## config.mk

```make
export PLATFORM = sky130hd
export DESIGN_NAME = seven_segment_scan_driver
export DESIGN_NICKNAME = d
export VERILOG_FILES = /design/src/rtl/seven_segment_scan_driver.sv
export SDC_FILE = /design/constraint.sdc
export NUM_CORES = 1
export LEC_CHECK = 0
export CAP_MARGIN = 20
export CELL_PAD_IN_SITES_DETAIL_PLACEMENT = 1
export CELL_PAD_IN_SITES_GLOBAL_PLACEMENT = 1
export CORE_MARGIN = 10
export CORE_UTILIZATION = 35
export DETAILED_ROUTE_END_ITERATION = 6
export PLACE_DENSITY_LB_ADDON = 0.15
export SKIP_LAST_GASP = 1
export SLEW_MARGIN = 0
export SYNTH_ARGS = -nofsm -noshare
export SYNTH_HDL_FRONTEND = slang
export SYNTH_SLANG_ARGS = --single-unit
export TNS_END_PERCENT = 100
```

## constraint.sdc

```tcl
create_clock -name clock -period 3.54 [get_ports clock]
set_clock_uncertainty 0.15 [all_clocks]
set_input_delay 0.708 -clock clock [delete_from_list [all_inputs] [get_ports clock]]
set_output_delay 0.708 -clock clock [all_outputs]
set_load 0.01 [all_outputs]
```

## src/rtl/seven_segment_scan_driver.sv

```systemverilog
// Time-multiplexed N-digit hex display driver.
// Double-buffered loads, blanking, leading-zero suppression.
module seven_segment_scan_driver #(
  parameter int DIGITS       = 4,
  parameter int PRESCALE     = 1000,
  parameter int BLANK_CYCLES = 2,
  parameter int SEG_ACT_LOW  = 1,
  parameter int AN_ACT_LOW   = 1
) (
  input  logic                  clock,
  input  logic                  resetN,
  input  logic                  load,
  input  logic [4*DIGITS-1:0]   value,
  input  logic [DIGITS-1:0]     dpIn,
  input  logic [DIGITS-1:0]     blankIn,
  input  logic                  lzsEn,
  output logic                  busy,
  output logic [6:0]            segments,
  output logic                  dp,
  output logic [DIGITS-1:0]     anodes
);

  localparam int PW = (PRESCALE > 1) ? $clog2(PRESCALE) : 1;
  localparam int IW = (DIGITS > 1) ? $clog2(DIGITS) : 1;
  localparam logic SegInv = (SEG_ACT_LOW != 0);
  localparam logic AnInv  = (AN_ACT_LOW != 0);

  logic [PW-1:0]         prescaler;
  logic [IW-1:0]         digitIdx;
  logic [4*DIGITS-1:0]   pendValue;
  logic [DIGITS-1:0]     pendDp;
  logic [DIGITS-1:0]     pendBlank;
  logic [4*DIGITS-1:0]   dispValue;
  logic [DIGITS-1:0]     dispDp;
  logic [DIGITS-1:0]     dispBlank;

  logic                  slotWrap;
  logic                  lastDigit;
  logic                  frameEnd;
  logic [3:0]            nibble;
  logic                  curDp;
  logic                  curBlank;
  logic                  nonZeroAbove;
  logic                  dark;
  logic [6:0]            segHi;
  logic [6:0]            segNext;
  logic                  dpNext;
  logic [DIGITS-1:0]     anNext;

  assign slotWrap  = (prescaler == PW'(PRESCALE - 1));
  assign lastDigit = (digitIdx == IW'(DIGITS - 1));
  assign frameEnd  = slotWrap && lastDigit;

  // Scan timing: prescaler per slot, digit index per frame.
  always_ff @(posedge clock or negedge resetN) begin
    if (!resetN) begin
      prescaler <= '0;
      digitIdx  <= '0;
    end else if (slotWrap) begin
      prescaler <= '0;
      digitIdx  <= lastDigit ? '0 : digitIdx + 1'b1;
    end else begin
      prescaler <= prescaler + 1'b1;
    end
  end

  // Pending buffer capture and frame-boundary swap into display.
  always_ff @(posedge clock or negedge resetN) begin
    if (!resetN) begin
      pendValue <= '0;
      pendDp    <= '0;
      pendBlank <= '0;
      dispValue <= '0;
      dispDp    <= '0;
      dispBlank <= '0;
      busy      <= 1'b0;
    end else begin
      if (frameEnd && busy) begin
        dispValue <= pendValue;
        dispDp    <= pendDp;
        dispBlank <= pendBlank;
      end
      if (load) begin
        pendValue <= value;
        pendDp    <= dpIn;
        pendBlank <= blankIn;
      end
      busy <= load || (busy && !frameEnd);
    end
  end

  // Select the current digit and work out whether it is dark.
  always_comb begin
    nibble       = '0;
    curDp        = 1'b0;
    curBlank     = 1'b0;
    nonZeroAbove = 1'b0;
    anNext       = '0;
    for (int i = 0; i < DIGITS; i++) begin
      if (digitIdx == IW'(i)) begin
        nibble   = dispValue[4*i +: 4];
        curDp    = dispDp[i];
        curBlank = dispBlank[i];
        anNext[i] = (prescaler >= PW'(BLANK_CYCLES));
      end
      if (IW'(i) >= digitIdx && dispValue[4*i +: 4] != 4'h0)
        nonZeroAbove = 1'b1;
    end
    dark = curBlank ||
           (lzsEn && digitIdx != '0 && !nonZeroAbove);
  end

  // Hex to active-high gfedcba.
  always_comb begin
    segHi = 7'h00;
    unique case (nibble)
      4'h0: segHi = 7'h3F;
      4'h1: segHi = 7'h06;
      4'h2: segHi = 7'h5B;
      4'h3: segHi = 7'h4F;
      4'h4: segHi = 7'h66;
      4'h5: segHi = 7'h6D;
      4'h6: segHi = 7'h7D;
      4'h7: segHi = 7'h07;
      4'h8: segHi = 7'h7F;
      4'h9: segHi = 7'h6F;
      4'hA: segHi = 7'h77;
      4'hB: segHi = 7'h7C;
      4'hC: segHi = 7'h39;
      4'hD: segHi = 7'h5E;
      4'hE: segHi = 7'h79;
      4'hF: segHi = 7'h71;
    endcase
    segNext = dark ? 7'h00 : segHi;
    dpNext  = dark ? 1'b0 : curDp;
  end

  // Registered pin drivers with polarity applied.
  always_ff @(posedge clock or negedge resetN) begin
    if (!resetN) begin
      segments <= {7{SegInv}};
      dp       <= SegInv;
      anodes   <= {DIGITS{AnInv}};
    end else begin
      segments <= segNext ^ {7{SegInv}};
      dp       <= dpNext ^ SegInv;
      anodes   <= anNext ^ {DIGITS{AnInv}};
    end
  end

endmodule

```

# Word-level counts from Yosys, hierarchy flattened
# Memory sizes are Yosys's and may differ from the RTL's.
# Index checks and enable logic that the tools add are counted.
[totals] ramBits=0 latchBits=0 register_bits=73 wordCells=70 inputBits=28 n_memories=1 out_inout_bits=13 mem_bits_ro=112
[memory_table] memory="(no name shown)" words=16 word_bits=7 rd=1 rd_ports_with_merged_regs=0 wr=0 line="116" source="unique case (nibble)"
[classes] reduce_logical=19 n_div=0 n_lt_le_gt_ge=5 n_eq_ne=4 mul=0 n_shift=0 addsub=2 n_mux=24 bitwise=3
[ops] cell="2-to-1 mux 1 bit" n=17
[ops] cell="2-to-1 mux 4 bit" n=4
[ops] cell="nonzero test 4 bit" n=4
[ops] cell="adder 10 x 1 -> 10 bit, second input constant" n=1
[ops] cell="== test 10 bit, second input constant" n=1
[ops] cell=">= comparator 10 x 2 -> 1 bit, second input constant" n=1
[ops] cell="2-to-1 mux 10 bit" n=1
[ops] cell="logical AND 1 bit" n=9
[ops] cell="2-to-1 mux 7 bit" n=1
[ops] cell="NOT 7 bit" n=1
[ops] cell="== test 2 bit, second input constant" n=2
[ops] cell=">= comparator 1 x 2 -> 1 bit, first input constant" n=2
[ops] cell=">= comparator 2 bit, first input constant" n=2
[ops] cell="NOT 4 bit" n=1
[ops] cell="adder 2 x 1 -> 2 bit, second input constant" n=1
[ops] cell="== test 2 x 1 -> 1 bit, second input constant" n=1
[ops] cell="logical NOT 1 bit" n=2
[ops] cell="logical NOT 2 bit" n=1
[ops] cell="logical OR 1 bit" n=2
[ops] cell="2-to-1 mux 2 bit" n=1
[ops] cell="nonzero test 2 bit" n=1
[ops] cell="NOT 1 bit" n=1

# Depth between registers and ports, before layout
[logic_depth] ltp_word=11 mapped_depth=11 depth_no_buf=10

# Worst setup path before layout
# Ideal clock, no wire load.
[synth_path] kind="flip-flop to flip-flop" startpoint="register digitIdx[0]" endpoint="register segments[3]" synth_period_minus_slack_ns=2.552 stages_incl_launch_ff=11 arrival_time_ns=2.341 required_ns=3.328 setup_ns=0.062 n_path_buf=1 slack_ns=0.988 path_cell_list="dfrtp_1 -> inv_1 -> ha_1 -> clkbuf_1 -> a211oi_1 -> a221oi_1 -> inv_1 -> ha_1 -> a21oi_1 -> a22o_1 -> nand2_1"
[synth_between] elab_chain_cells=11 word_cells_on_any_way=32 classes_between="order compare: 4; eq/ne: 3; mux: 13; bitwise: 1; reduce/logical: 10; memory: 1"
[synth_lines] element="start: declaration" line="29" source="logic [IW-1:0] digitIdx;"
[synth_lines] element="start signal: assignment" line="61" source="digitIdx <= lastDigit ? '0 : digitIdx + 1'b1;"
[synth_lines] element="branches (longest 9 deep; another with memory (16 x 7 bit))"
[synth_lines] element="2-to-1 mux 7 bit (*)" line="134" source="segNext = dark ? 7'h00 : segHi;"
[synth_lines] element="NOT 7 bit (no line) (*)"
[synth_lines] element="end signal: assignment" line="141" source="segments <= {7{SegInv}};"
[synth_lines] element="end signal: assignment" line="145" source="segments <= segNext ^ {7{SegInv}};"
[synth_lines] element="end: declaration" line="18" source="output logic [6:0] segments,"
# Every way passes the cells marked *.
# A chain may end at the register's enable or synchronous reset.

# Worst setup path in the final report
# Ends and elaborated chain as after synthesis.

==> impl_metrics.yaml <==
outcome:
  status: "complete, no violations"
critical_path:
  end_kind: "register"
  critPathRequiredTime_ps: 3640
  cp-start-kind: "register"
  regToRegStartpoint: "digitIdx[0]"
  critical_path_class: "register to register"
  r2r_slack_ps: 530
  arrival_ps: 3110
  r2r_cells: 8
  cp_max_fo: 19
  r2r-end: "segments[3]"
detailed_routing:
  wl_per_cell_um: 16.14
  first_pass_iters: 4
  vias: 2208
  drt-total-wl_um: 7230
  postRouteAntennaNets: 0
  via_per_inst: 4.929
  route.detailed.drc: 0
  drt-initial-drc-count: 64
logic_synthesis:
  syn_inst: 268
  synth-seq-cells: 73
  ys_types: 42
  yosysSeqAreaShare_pct: 53.76
  synth.area.top_cells: "dfrtp_1 (45%), dfstp_2 (9.2%), mux2_2 (9.2%)"
  netlist_area_um2: 3426
  synth_area_leader_cell: "dfrtp_1"
  syn-num-nets: 309
  syn_avg_cell_area_um2: 12.78
  ys_warn_count: 0
  synth_top_area_share_pct: 44.56
clock_network:
  cts_buffer_depth: 2
  cts_setup_buffers: 0
  cts_hold_buf: 0
  tritoncts: "done"
  worstSkewPairLatency_ps: 350
  numClockSinks: 73
  cts_buffers: 9
  cts-htree-levels: 3
  clk_pin_slew_worst_paths_ps: 80
  cts_resized: 0
  cts-root-buf: "clkbuf_8"
place:
  routabilityCongestion: 0.7788
  port_buffers: 40
  place_area_um2: 3939
  dp_hpwl_um: 5132
sta:
  period_needed_ps: 3012
  max_freq_mhz: 332.0
  rsz0062_at_grt: "no"
  timing.slew.headroom_pct: 45.91
  period_share_pct: 85.08
  setup_viol: 0
  drv_slew: 0
  worst_pin_slew_ps: 811.3
  hold_viol: 0
  setup_tns_ps: 0
global_route:
  grt_overflow_total: 0
  grt_max_degree: 40
  antenna_found_initial: 0
  grt_pass1_vias: 2493
  grtUsageTotal_pct: 10.83
  grt_pass1_wl_um: 12420
layout:
  layout_commonest_cell: "dfrtp_1"
  multi_input_area_um2: 1459
  design_area_um2: 4177
  seq_area_um2: 1842
  n_antenna_cell: 0
  area_growth_pct: 21.91
  fill_cells: 1048
  mostFrequentLayoutCells: "dfrtp_1 (61), clkdlybuf4s50_1 (39), mux2_2 (28)"
  drive_above_1_share_pct: 26.35
  final_nets: 351
floorplanning:
  die_width_um: 118.9
  pin_count: 41
  start_util_pct: 35.54
  core_um2: 9639
  die_y_um: 118.9
  fp.dieArea_um2: 14150
  core.rowCount: 36
pwr:
  ir_drop_mv: 0.2268
  clockPowerShare_pct: 45.3
  p_leak_nw: 1.802
  p_total_w: 0.001754
  pwr-share-seq_pct: 50.0
  pwr_density_cell_nw_per_um2: 420.0
  power.share.combinational_pct: 4.8
  p_int_w: 0.001385
  p_sw_w: 0.0003694
  sw_frac_of_total_pct: 21.06
job:
  maxCapViolCount: 0
worst_hold_path:
  min_path_type: "input pin to asynchronous set/reset pin"
[metrics by stage]
step                      std cells  hold slack [ps]  setup slack (ps)  utilization, %
final                           448            291.3             528.0           43.33
after global routing            448            338.8             244.7           43.33
after CTS                       448            326.9             488.9           43.33
after detailed placement        432            329.8             528.7           40.86
after global placement          432            328.0             734.6           40.86
after floorplan                 268            262.4             987.6               -
[how the worst max path moves through the flow]
stage,slack (ps),endpoint,cells past startpoint,start
finish,530,segments[3],8,digitIdx[0]
global route,240,segments[3],8,digitIdx[0]
CTS,490,segments[3],8,digitIdx[0]
detailed placement,530,segments[3],8,digitIdx[0]
global placement,730,segments[3],8,digitIdx[0]
floorplan,990,segments[3],10,digitIdx[0]
[worst max-delay path: stages, from the launching register on]
cell and delay (ps):
dfrtp_1 430, ha_1 610, a211oi_1 110, a221oi_1 620
inv_1 230, ha_1 370, a21oi_1 180, a22o_1 170
nand2_1 50
[cell families after synthesis]
family | after synthesis | share of synthesized area [%]
xor gates and xnor gates | 6 | 1.534
muxes | 52 | 19.14
DFF | 73 | 53.76
buffers and inverters | 22 | 3.652
adders and majority gates | 13 | 4.748
and+or+nand+nor | 64 | 9.460
AOI/OAI and AO/OA | 38 | 7.707
[final cells by class]
cell class / count / share of cell area (%)
Inverter: 9 / 0.8089
Clock inverter: 5 / 2.546
Multi-Input combinational cell: 173 / 34.93
Sequential cell: 73 / 44.10
Clock buffer: 11 / 3.146
Timing Repair Buffer: 44 / 10.49
Tap cell: 133 / 3.984
[metal layers]
metal / up-vias / part of all wire (%) / global-route usage, %
met5: - / 0 / 0
met4: 0 / 1.4 / 4.122
met3: 10 / 4.1 / 3.590
met2: 40 / 50 / 17.84
met1: 1121 / 45 / 12.87
li1: 1037 / - / -
[power by group through the flow]
| stage | sequential (W) | clock [W] | combinational (W) |
|---|---|---|---|
| floorplan | 0.000887 | 0 | 0.0000341 |
| global placement | 0.000892 | 0 | 0.0000854 |
| detailed placement | 0.000894 | 0 | 0.0000875 |
| CTS | 0.000877 | 0.000814 | 0.0000875 |
| global route | 0.000880 | 0.000858 | 0.0000934 |
| finish | 0.000876 | 0.000794 | 0.0000841 |
[registers in the layout, indices dropped and copies added, names as in the netlist]
register,count
dispValue,16
dp,1
pendBlank,4
prescaler,10
busy,1
digitIdx,2
segments,7
pendDp,4
pendValue,16
dispBlank,4
anodes,4
dispDp,4
[Yosys cell counts (all sizes together)]
library cell  count
xnor2             3
nor3b             3
inv               9
o21a              1
and3              1
o221ai            3
a21oi            10
o211ai            1
o31ai             1
a21o              1
nor4              4
mux2i             4
clkbuf            6
a221oi            2
a211oi            6
a211o             2
o41ai             1
ha               13
nor2b             3
o22ai             1
or3               1
or4               1
mux2             48
nor4b             1
o21ai             7
xor2              3
nand4             1
nand3b            5
dfstp            12
dfrtp            61
nor3              3
nor2             13
nand2            21
nand3             7
buf               7
a22o              2
Note: power is estimated with default switching activity, not from simulation.
